===== src/rtl/motor_spi_scheduler_pkg.sv =====
// motor_comm_pkg: shared types and constants for the motor board SPI link.
// Holds the scheduler state encoding, device index map and default word width.
package motor_comm_pkg;

    localparam int DEF_DATA_WIDTH = 16;

    localparam int DEV_DRV0 = 0;
    localparam int DEV_DRV1 = 1;
    localparam int DEV_DRV2 = 2;
    localparam int DEV_DRV3 = 3;
    localparam int DEV_DRV4 = 4;
    localparam int DEV_ADC0 = 5;
    localparam int DEV_ADC1 = 6;

    typedef enum logic [2:0] {
        ST_IDLE,
        ST_SETUP,
        ST_START,
        ST_XFER,
        ST_HOLD,
        ST_GAP
    } state_e;

    function automatic int max4(input int a, input int b,
                                input int c, input int d);
        int m;
        m = a;
        if (b > m) m = b;
        if (c > m) m = c;
        if (d > m) m = d;
        return m;
    endfunction

endpackage


===== src/rtl/motor_spi_scheduler_if.sv =====
// Link between the scheduler and the shared spi_master.
// master: drives m_go/m_datai, receives m_datao/m_done; slave: the reverse.
interface motor_spi_scheduler_if
    import motor_comm_pkg::*;
#(
    parameter int DATA_WIDTH = DEF_DATA_WIDTH
);
    logic                  m_go;
    logic [DATA_WIDTH-1:0] m_datai;
    logic [DATA_WIDTH-1:0] m_datao;
    logic                  m_done;

    modport master (
        output m_go,
        output m_datai,
        input  m_datao,
        input  m_done
    );

    modport slave (
        input  m_go,
        input  m_datai,
        output m_datao,
        output m_done
    );
endinterface


===== src/rtl/motor_spi_scheduler_rr_arbiter.sv =====
// rr_arbiter: combinational round-robin pick, searching upward from i_ptr+1.
// Ports: i_req (requests), i_ptr (last grant) -> o_idx (grant), o_valid.
module rr_arbiter #(
    parameter int NUM_DEV = 7,
    parameter int IDX_W   = $clog2(NUM_DEV)
) (
    input  logic [NUM_DEV-1:0] i_req,
    input  logic [IDX_W-1:0]   i_ptr,
    output logic [IDX_W-1:0]   o_idx,
    output logic               o_valid
);
    always_comb begin
        int j;
        j       = 0;
        o_idx   = '0;
        o_valid = 1'b0;
        for (int k = 1; k <= NUM_DEV; k++) begin
            j = (int'(i_ptr) + k) % NUM_DEV;
            if (!o_valid && i_req[IDX_W'(j)]) begin
                o_valid = 1'b1;
                o_idx   = IDX_W'(j);
            end
        end
    end
endmodule


===== src/rtl/motor_spi_scheduler.sv =====
// motor_spi_scheduler: shares one spi_master among NUM_DEV chip selects.
// Ports: i_clk/i_reset, i_req/i_req_data in, o_ack/o_rsp_data/o_rsp_err/
// o_busy/o_dev_ncs out, m_if to the spi_master (go/datai out, datao/done in).
module motor_spi_scheduler
    import motor_comm_pkg::*;
#(
    parameter int NUM_DEV    = 7,
    parameter int DATA_WIDTH = DEF_DATA_WIDTH,
    parameter int CS_SETUP   = 2,
    parameter int CS_HOLD    = 2,
    parameter int CS_IDLE    = 4,
    parameter int TIMEOUT    = 1023
) (
    input  logic                          i_clk,
    input  logic                          i_reset,
    input  logic [NUM_DEV-1:0]            i_req,
    input  logic [NUM_DEV*DATA_WIDTH-1:0] i_req_data,
    output logic [NUM_DEV-1:0]            o_ack,
    output logic [DATA_WIDTH-1:0]         o_rsp_data,
    output logic                          o_rsp_err,
    output logic                          o_busy,
    output logic [NUM_DEV-1:0]            o_dev_ncs,
    motor_spi_scheduler_if.master         m_if
);
    localparam int IDX_W = $clog2(NUM_DEV);
    localparam int CNT_W =
        $clog2(max4(TIMEOUT, CS_SETUP, CS_HOLD, CS_IDLE) + 1);

    state_e                r_state, w_state;
    logic [CNT_W-1:0]      r_cnt, w_cnt;
    logic [IDX_W-1:0]      r_idx, w_idx, r_ptr, w_ptr, w_grant;
    logic                  w_valid, w_close;
    logic [DATA_WIDTH-1:0] r_tx, w_tx, w_sel_data;
    logic [DATA_WIDTH-1:0] r_rsp, w_rsp, r_rsp_out, w_rsp_out;
    logic                  r_err, w_err, r_err_out, w_err_out;
    logic [NUM_DEV-1:0]    r_ncs, w_ncs, r_ack, w_ack, w_sel_ncs;
    logic                  r_go, w_go, r_busy, w_busy;

    rr_arbiter #(
        .NUM_DEV (NUM_DEV),
        .IDX_W   (IDX_W)
    ) u_arb (
        .i_req   (i_req),
        .i_ptr   (r_ptr),
        .o_idx   (w_grant),
        .o_valid (w_valid)
    );

    always_comb begin
        w_sel_data = '0;
        w_sel_ncs  = '1;
        for (int i = 0; i < NUM_DEV; i++) begin
            if (w_grant == IDX_W'(i)) begin
                w_sel_data   = i_req_data[i*DATA_WIDTH +: DATA_WIDTH];
                w_sel_ncs[i] = 1'b0;
            end
        end
    end

    always_comb begin
        w_state   = r_state;
        w_cnt     = r_cnt + CNT_W'(1);
        w_idx     = r_idx;
        w_ptr     = r_ptr;
        w_tx      = r_tx;
        w_rsp     = r_rsp;
        w_err     = r_err;
        w_rsp_out = r_rsp_out;
        w_err_out = r_err_out;
        w_ncs     = r_ncs;
        w_ack     = '0;
        w_go      = 1'b0;
        w_close   = 1'b0;
        unique case (r_state)
            ST_IDLE: begin
                w_cnt = '0;
                if (w_valid) begin
                    w_state = ST_SETUP;
                    w_idx   = w_grant;
                    w_ptr   = w_grant;
                    w_tx    = w_sel_data;
                    w_ncs   = w_sel_ncs;
                end
            end
            ST_SETUP: begin
                if (int'(r_cnt) == CS_SETUP - 1) begin
                    w_state = ST_START;
                    w_go    = 1'b1;
                end
            end
            ST_START: begin
                w_state = ST_XFER;
                w_cnt   = '0;
            end
            ST_XFER: begin
                // done beats a timeout landing in the same cycle
                if (m_if.m_done || int'(r_cnt) >= TIMEOUT) begin
                    w_rsp = m_if.m_done ? m_if.m_datao : '0;
                    w_err = !m_if.m_done;
                    if (CS_HOLD == 0) begin
                        w_close = 1'b1;
                    end else begin
                        w_state = ST_HOLD;
                        w_cnt   = '0;
                    end
                end
            end
            ST_HOLD: begin
                if (int'(r_cnt) == CS_HOLD - 1) w_close = 1'b1;
            end
            ST_GAP: begin
                if (int'(r_cnt) == CS_IDLE - 1) begin
                    w_state = ST_IDLE;
                    w_cnt   = '0;
                end
            end
            default: begin
                w_state = ST_IDLE;
                w_ncs   = '1;
            end
        endcase
        // release ncs, pulse ack and publish the response together
        if (w_close) begin
            w_state   = ST_GAP;
            w_cnt     = '0;
            w_ncs     = '1;
            w_rsp_out = w_rsp;
            w_err_out = w_err;
            for (int i = 0; i < NUM_DEV; i++) begin
                w_ack[i] = (r_idx == IDX_W'(i));
            end
        end
        w_busy = (w_state != ST_IDLE);
    end

    always_ff @(posedge i_clk) begin
        if (i_reset) begin
            r_state   <= ST_IDLE;
            r_cnt     <= '0;
            r_idx     <= '0;
            r_ptr     <= IDX_W'(NUM_DEV - 1);
            r_tx      <= '0;
            r_rsp     <= '0;
            r_err     <= 1'b0;
            r_rsp_out <= '0;
            r_err_out <= 1'b0;
            r_ncs     <= '1;
            r_ack     <= '0;
            r_go      <= 1'b0;
            r_busy    <= 1'b0;
        end else begin
            r_state   <= w_state;
            r_cnt     <= w_cnt;
            r_idx     <= w_idx;
            r_ptr     <= w_ptr;
            r_tx      <= w_tx;
            r_rsp     <= w_rsp;
            r_err     <= w_err;
            r_rsp_out <= w_rsp_out;
            r_err_out <= w_err_out;
            r_ncs     <= w_ncs;
            r_ack     <= w_ack;
            r_go      <= w_go;
            r_busy    <= w_busy;
        end
    end

    assign o_ack        = r_ack;
    assign o_rsp_data   = r_rsp_out;
    assign o_rsp_err    = r_err_out;
    assign o_busy       = r_busy;
    assign o_dev_ncs    = r_ncs;
    assign m_if.m_go    = r_go;
    assign m_if.m_datai = r_tx;
endmodule

===== src/flat_wrapper.sv =====
// flat-port wrapper written by rule: the top's interface ports become plain ports
module motor_spi_scheduler_flat import motor_comm_pkg::*;
#(
    parameter int NUM_DEV    = 7,
    parameter int DATA_WIDTH = DEF_DATA_WIDTH,
    parameter int CS_SETUP   = 2,
    parameter int CS_HOLD    = 2,
    parameter int CS_IDLE    = 4,
    parameter int TIMEOUT    = 1023
)
  (i_clk, i_reset, i_req, i_req_data, o_ack, o_rsp_data, o_rsp_err, o_busy, o_dev_ncs, m_if_m_go, m_if_m_datai, m_if_m_datao, m_if_m_done);
  motor_spi_scheduler_if #(.DATA_WIDTH(DATA_WIDTH)) m_if_i ();
  input  logic i_clk;
  input  logic i_reset;
  input  logic [NUM_DEV-1:0] i_req;
  input  logic [NUM_DEV*DATA_WIDTH-1:0] i_req_data;
  output logic [NUM_DEV-1:0] o_ack;
  output logic [DATA_WIDTH-1:0] o_rsp_data;
  output logic o_rsp_err;
  output logic o_busy;
  output logic [NUM_DEV-1:0] o_dev_ncs;
  output wire logic [$bits(m_if_i.m_go)-1:0] m_if_m_go;
  output wire logic [$bits(m_if_i.m_datai)-1:0] m_if_m_datai;
  input wire logic [$bits(m_if_i.m_datao)-1:0] m_if_m_datao;
  input wire logic [$bits(m_if_i.m_done)-1:0] m_if_m_done;
  assign m_if_m_go = m_if_i.m_go;
  assign m_if_m_datai = m_if_i.m_datai;
  assign m_if_i.m_datao = m_if_m_datao;
  assign m_if_i.m_done = m_if_m_done;
  motor_spi_scheduler #(.NUM_DEV(NUM_DEV), .DATA_WIDTH(DATA_WIDTH), .CS_SETUP(CS_SETUP), .CS_HOLD(CS_HOLD), .CS_IDLE(CS_IDLE), .TIMEOUT(TIMEOUT)) u_core (.i_clk(i_clk), .i_reset(i_reset), .i_req(i_req), .i_req_data(i_req_data), .o_ack(o_ack), .o_rsp_data(o_rsp_data), .o_rsp_err(o_rsp_err), .o_busy(o_busy), .o_dev_ncs(o_dev_ncs), .m_if(m_if_i));
endmodule

===== config.mk =====
export PLATFORM = sky130hd
export DESIGN_NAME = motor_spi_scheduler_flat
export DESIGN_NICKNAME = d
export VERILOG_FILES = /design/src/rtl/motor_spi_scheduler_pkg.sv /design/src/rtl/motor_spi_scheduler_if.sv /design/src/rtl/motor_spi_scheduler_rr_arbiter.sv /design/src/rtl/motor_spi_scheduler.sv /design/src/flat_wrapper.sv
export SDC_FILE = /design/constraint.sdc
export NUM_CORES = 1
export LEC_CHECK = 0
export CAP_MARGIN = 40
export CELL_PAD_IN_SITES_DETAIL_PLACEMENT = 0
export CELL_PAD_IN_SITES_GLOBAL_PLACEMENT = 1
export CORE_ASPECT_RATIO = 0.7
export CORE_MARGIN = 2
export CORE_UTILIZATION = 32
export CTS_CLUSTER_SIZE = 28
export DETAILED_ROUTE_END_ITERATION = 7
export GPL_ROUTABILITY_DRIVEN = 0
export PLACE_DENSITY = 0.83
export RECOVER_POWER = 100
export SLEW_MARGIN = 0
export SYNTH_ARGS = -nofsm -noshare
export SYNTH_HDL_FRONTEND = slang
export SYNTH_HIERARCHICAL = 1
export SYNTH_SLANG_ARGS = --single-unit

===== constraint.sdc =====
create_clock -name i_clk -period 5.7 [get_ports i_clk]
set_input_delay 0.57 -clock i_clk [delete_from_list [all_inputs] [get_ports i_clk]]
set_output_delay 0.57 -clock i_clk [all_outputs]
set_load 0.05 [all_outputs]

Yosys cells after proc, flatten, opt, wreduce, memory -nomap -nowiden
Cells that the tools add are included.
- register bits: 85
- bits of input ports: 138
- output and inout port bits: 49
- logic and storage cells: 151
- $add $sub $neg: 8
- div/mod/pow operators: 7
- magnitude comparators: 8
- equality and inequality tests: 20
- muxes and demuxes: 67
- bitwise logic cells: 3
- reduce and logical (&&, ||, !) cells: 25
- operator list (cell ; count):
    32-bit by 4-bit remainder unit with 32-bit output, second input constant ; 7
    16-bit 2-to-1 mux ; 10
    3-bit 2-to-1 mux ; 12
    3-bit by 5-bit < comparator with 1-bit output, second input constant ; 7
    1-bit 2-to-1 mux ; 32
    10-bit one-hot mux with 3 select lines ; 1
    3-bit == test, second input constant ; 8
    1-bit binary-select mux with 3-bit select ; 7
    10-bit 2-to-1 mux ; 2
    3-bit by 2-bit == test with 1-bit output, second input constant ; 6
    3-bit one-hot mux with 6 select lines ; 1
    3-bit by 3-bit adder with 4-bit output, second input constant ; 4
    7-bit one-hot mux with 2 select lines ; 1
    10-bit by 1-bit adder with 10-bit output, second input constant ; 1
    10-bit by 2-bit == test with 1-bit output, second input constant ; 1
    10-bit by 3-bit == test with 1-bit output, second input constant ; 1
    10-bit greater-or-equal comparator, second input constant ; 1
    3-bit by 1-bit == test with 1-bit output, second input constant ; 3
    3-bit logical NOT ; 3
    3-bit by 2-bit adder with 4-bit output, second input constant ; 2
    2-bit OR reduction ; 4
    1-bit logical NOT ; 7
    7-bit 2-to-1 mux ; 1
    1-bit logical AND ; 6
    other kinds (7) ; 10

Longest topological paths before layout
- depth after elaboration: 32
- mapped depth: 29
- gate-level depth less buffers: 22

By module
The synthesis kept the hierarchy.
- modules (own cells, without submodules) (module ; times used ; cells each ; area an instance (µm²) ; sequential area each (µm²)):
    motor_spi_scheduler ; 1 ; 437 ; 4066.4 ; 1681.6
    rr_arbiter ; 1 ; 313 ; 2394.8 ; 0.0

Worst setup path after synthesis
OpenSTA, ideal clock, no wires.
- path type: reg-to-reg
- from: register, netlist name u_core/r_idx[0]
- to: register u_core.r_tx[0], in the netlist u_core/m_if.m_datai[0]
- library setup time: 132 ps
- data arrival time: 5338 ps
- required time: 5568 ps
- slack: 230 ps
- cell stages (with the launch flop): 25
- buffers on the path: 5
- period minus slack after synthesis: 5470 ps
- cells stage by stage: dfxtp_1 buf_6 buf_6 inv_2 ha_1 buf_2 clkinv_1 ha_1 ha_1 a31oi_1 xnor2_1 ha_1 o21ai_0 a211o_1 and2_1 o211ai_2 nand2_2 nor3b_4 nor4b_2 a221o_1 buf_4 buf_4 mux4_2 o211ai_1 a21oi_1
- RTL lines (element ; RTL line ; text):
    to (signal assigned) ; motor_spi_scheduler.sv:156 ; r_tx <= w_tx;
    to (decl) ; motor_spi_scheduler.sv:33 ; logic [DATA_WIDTH-1:0] r_tx, w_tx, w_sel_data;

==> Flow_metrics.wiki <==
{| class="wikitable"
! Metric !! Value
|-
| Height of the chip || 123 µm
|-
| Sort of element at the start of the critical path || flip-flop
|-
| Mean routed wirelength per cell || 17.8 µm
|-
| Inserted Diodes || 0
|-
| Yosys Warn Count || 6
|-
| Global router's overall resource usage || 19.6%
|-
| Final routed DRC violation total || 0
|-
| Number of hold violations in the final report || 0
|-
| Sum of net half-perimeters after detailed placement || 16.5 mm
|-
| Routed vias || 6,322
|-
| Remaining global-route overflow || 0
|-
| Final Instance Area || 8880 µm²
|-
| Max-cap viol count || 1
|-
| Number of distinct standard cells referenced by the synthesized netlist || 96
|-
| Most frequent cell on the critical path || sky130_fd_sc_hd__ha_1
|-
| Clock H-tree levels || 3
|-
| Most used flip-flop cell after synthesis || sky130_fd_sc_hd__dfxtp_1
|-
| CTS clock-pin slew for the worst setup and hold paths || 70 ps
|-
| Cell-by-cell listing of the critical path || ha_1 -> xnor2_2 -> ha_1 -> ha_1 -> nor3b_1 -> a211oi_1 -> o311ai_0 -> buf_4 -> ha_1 -> o2bb2ai_1 -> mux2i_1 -> and4_1 -> a21oi_4 -> or2_0 -> a31oi_1 -> o22ai_4 -> buf_4 -> nor2b_1 -> a221oi_1 -> a31oi_1 -> o22ai_1 -> o31ai_1
|-
| Largest fanout on the critical path || 17
|-
| Fraction of the cycle the final worst path needs || 93.0%
|-
| Number of pins exceeding their max-slew limit in the final report || 11
|-
| Headroom to the max-slew limit || -17.8%
|-
| Peak per-stage delay on the critical path || 410 ps
|-
| Number of filler cells placed in the layout || 1,991
|-
| Maximum buffer depth of the clock tree || 2
|-
| Final-stage net count || 1,086
|-
| Max layer used || met4
|-
| Cell area after synthesis || 6460 µm²
|-
| Total of flip-flops plus latches after synthesis || 84
|-
| Std cell rows || 43
|-
| Number of failing setup endpoints in the final timing report || 0
|-
| Top delay family on crit path || compound AO/OA/AOI/OAI gates
|-
| Wire length on met3 || 1.31 mm
|-
| Number of ports placed on the die boundary || 187
|-
| Vias in the first global route || 5,920
|-
| Launch instance of the worst min-delay path || u_core/o_rsp_data[4]
|-
| Number of placed instances with taps included || 1,178
|-
| Buffering stage count on the worst path with inverters included || 2
|-
| Number of violations reported at the end of detailed-routing iteration 0 || 506
|-
| Routed length on met1 || 10.4 mm
|-
| Synth Net Count || 916
|-
| Sum Neg Setup Slack || 0 ps
|-
| Count of input and output buffers || 186
|-
| Latest clock arrival within the worst-skew pair || 350 ps
|-
| Detailed-route vias per instance || 5.29
|-
| Die Area || 21,400 µm²
|-
| Fraction of registers with async set or reset after synthesis || 0%
|-
| Final setup skew || 12.1 ps
|-
| Global-route wire length before repair || 32.9 mm
|-
| Root cell of the clock tree || sky130_fd_sc_hd__clkbuf_16
|-
| Largest net degree at the start of global routing || 32
|-
| CP Capture Type || flip-flop
|-
| Die width || 174 µm
|-
| Placed standard-cell area || 8640 µm²
|-
| Launch point of the worst reg-to-reg path || u_core/r_idx[0]
|-
| Cell with the largest stage delay on the worst path || sky130_fd_sc_hd__dfxtp_4
|-
| Post-synth EDFFs || 0
|-
| Sequential fraction of the synthesis area || 26.0%
|-
| Number of antenna violations at the first check in global routing || 0
|-
| Share of final-layout standard cells stronger than drive strength 1 || 13.4%
|-
| Post-synthesis area per instance || 8.61 µm²
|-
| Sum of met2 wire segment lengths after detailed routing || 9.21 mm
|-
| Worst path arrival time || 5560 ps
|-
| Critical setup path kind || flip-flop to flip-flop
|-
| Final std cells w/o fill || 1,194
|-
| Clock tree from TritonCTS || built
|-
| Multi-input combinational cell area || 4350 µm²
|-
| Required time of the worst setup path || 5960 ps
|-
| TritonCTS sink count || 84
|-
| Post-route ant nets || 0
|-
| Wire length after detailed routing || 21.3 mm
|-
| Violated checks || max-capacitance violations, max-slew violations
|-
| Timing-limited maximum frequency || 189 MHz
|-
| Synth-to-Final Area Change || 37.5%
|-
| Sequential cell area in the final layout || 1690 µm²
|-
| Number of instances in the synthesized netlist || 750
|-
| Final hold slack || 450 ps
|-
| Clock period minus final worst setup slack || 5300 ps
|-
| Type of the most critical hold path || flip-flop to flip-flop
|-
| Number of hold-repair buffers added at the cts stage || 0
|-
| Status || finished with violations
|-
| Detailed-routing iteration count for the pre-antenna-repair pass || 6
|-
| Initial cell density of the core || 32.6%
|-
| Slew at the pin with the worst max-slew slack || 1750 ps
|-
| Number of buffers created by CTS || 9
|-
| Area inside the core boundary || 19,800 µm²
|-
| Launching element of the worst setup path || u_core/r_idx[0]
|}
[cells by family (layout without fill, tap and decap cells)]
| kind of cell | after synthesis | count (layout) | share of synthesized area [%] |
|---|---|---|---|
| AO/OA/AOI/OAI | 207 | 207 | 23.8 |
| XOR/XNOR | 26 | 26 | 4.16 |
| adder cells (fa/ha/maj) | 28 | 28 | 5.42 |
| buffers and inverters | 78 | 252 | 5.98 |
| flip-flops | 84 | 84 | 26.0 |
| multiplexers | 59 | 59 | 12.5 |
| AND/OR/NAND/NOR | 268 | 268 | 22.1 |
[worst register-to-register path: cells and delay by family, from the launching register on]
| kind | cells | cell delay, ps |
|---|---|---|
| AOI/OAI and AO/OA | 10 | 1610 |
| adders and majority gates | 4 | 1170 |
| and+or+nand+nor | 4 | 940 |
| buffers and inverters | 2 | 410 |
| DFF | 1 | 410 |
| xor gates and xnor gates | 1 | 360 |
| muxes | 1 | 300 |
[cell usage in the layout (no fill, tap or decap), types with 16 or more instances in the layout]
cell and count:
sky130_fd_sc_hd__nand3_1 19, sky130_fd_sc_hd__ha_1 26, sky130_fd_sc_hd__nor2_1 49, sky130_fd_sc_hd__dlygate4sd3_1 49
sky130_fd_sc_hd__mux4_2 16, sky130_fd_sc_hd__a21oi_1 31, sky130_fd_sc_hd__buf_4 22, sky130_fd_sc_hd__mux2i_1 29
sky130_fd_sc_hd__inv_1 19, sky130_fd_sc_hd__nand2_1 102, sky130_fd_sc_hd__o211ai_1 30, sky130_fd_sc_hd__dfxtp_1 83
sky130_fd_sc_hd__a22oi_1 20, sky130_fd_sc_hd__clkdlybuf4s50_1 136, sky130_fd_sc_hd__o21ai_0 38
[flip-flops by register name, summed over array words and instances (netlist names)]
name                 flops
u_core/m_if.m_datai     16
u_core/m_if.m_go         1
u_core/o_ack             7
u_core/o_busy            1
u_core/o_dev_ncs         7
u_core/o_rsp_data       16
u_core/o_rsp_err         1
u_core/r_cnt            10
u_core/r_err             1
u_core/r_idx             3
u_core/r_ptr             2
u_core/r_rsp            16
u_core/r_state           3
[timing repair]
action                                  4_1_cts  5_1_grt
endpoints found under the setup margin        0       16
hold endpoints to repair                      0        0
resized for setup                             0        7
setup buffers                                 0        1
[worst paths after layout]
check	endpoint	cells after the start	slack [ps]
worst max-delay path	u_core/m_if.m_datai[11]	22	400
worst min-delay path	u_core/o_rsp_data[4]	2	450
worst max register to register	u_core/m_if.m_datai[11]	22	400
worst min register to register	u_core/o_rsp_data[4]	2	450
[cells in the mapped netlist, types with 10 or more instances]
cell	number	area share, %
sky130_fd_sc_hd__a21oi_1	31	2.4
sky130_fd_sc_hd__a22oi_1	11	1.3
sky130_fd_sc_hd__a22oi_2	10	1.9
sky130_fd_sc_hd__a31oi_1	12	1.2
sky130_fd_sc_hd__buf_2	18	1.4
sky130_fd_sc_hd__clkbuf_1	24	1.4
sky130_fd_sc_hd__dfxtp_1	84	26
sky130_fd_sc_hd__ha_1	28	5.4
sky130_fd_sc_hd__inv_1	19	1.1
sky130_fd_sc_hd__mux2_2	11	1.9
sky130_fd_sc_hd__mux2i_1	31	4.8
sky130_fd_sc_hd__mux4_2	16	5.6
sky130_fd_sc_hd__nand2_1	102	5.9
sky130_fd_sc_hd__nand3_1	18	1.4
sky130_fd_sc_hd__nor2_1	49	2.8
sky130_fd_sc_hd__nor2_2	10	0.97
sky130_fd_sc_hd__o211ai_1	30	3.5
sky130_fd_sc_hd__o21ai_0	21	1.6
sky130_fd_sc_hd__o21ai_1	20	1.5
sky130_fd_sc_hd__xnor2_1	14	1.9
[routing by layer]
layer	vias to the layer above	global-route usage, %
met5	-	0
met4	0	5.93
met3	22	3.41
met2	202	28.9
met1	2991	29.0
li1	3107	-
[layout make-up]
cell class,count,share of cell area (%)
multi-input combinational,588,48.9
timing repair buffer,213,23.6
inverter,24,1.06
sequential,84,19.0
tap,270,3.80
clock buffer,10,2.69
clock inverter,5,0.958
[stage by stage]
step	util (%)	setup slack, ps
after floorplan	-	230
after global placement	43.3	516
after detailed placement	43.6	332
after CTS	45.3	318
after global routing	44.9	-14.5
final	44.9	399
Power is left out: the tool's default activity adds up to more than one toggle a clock period on the data nets, which glitch-free logic cannot reach.
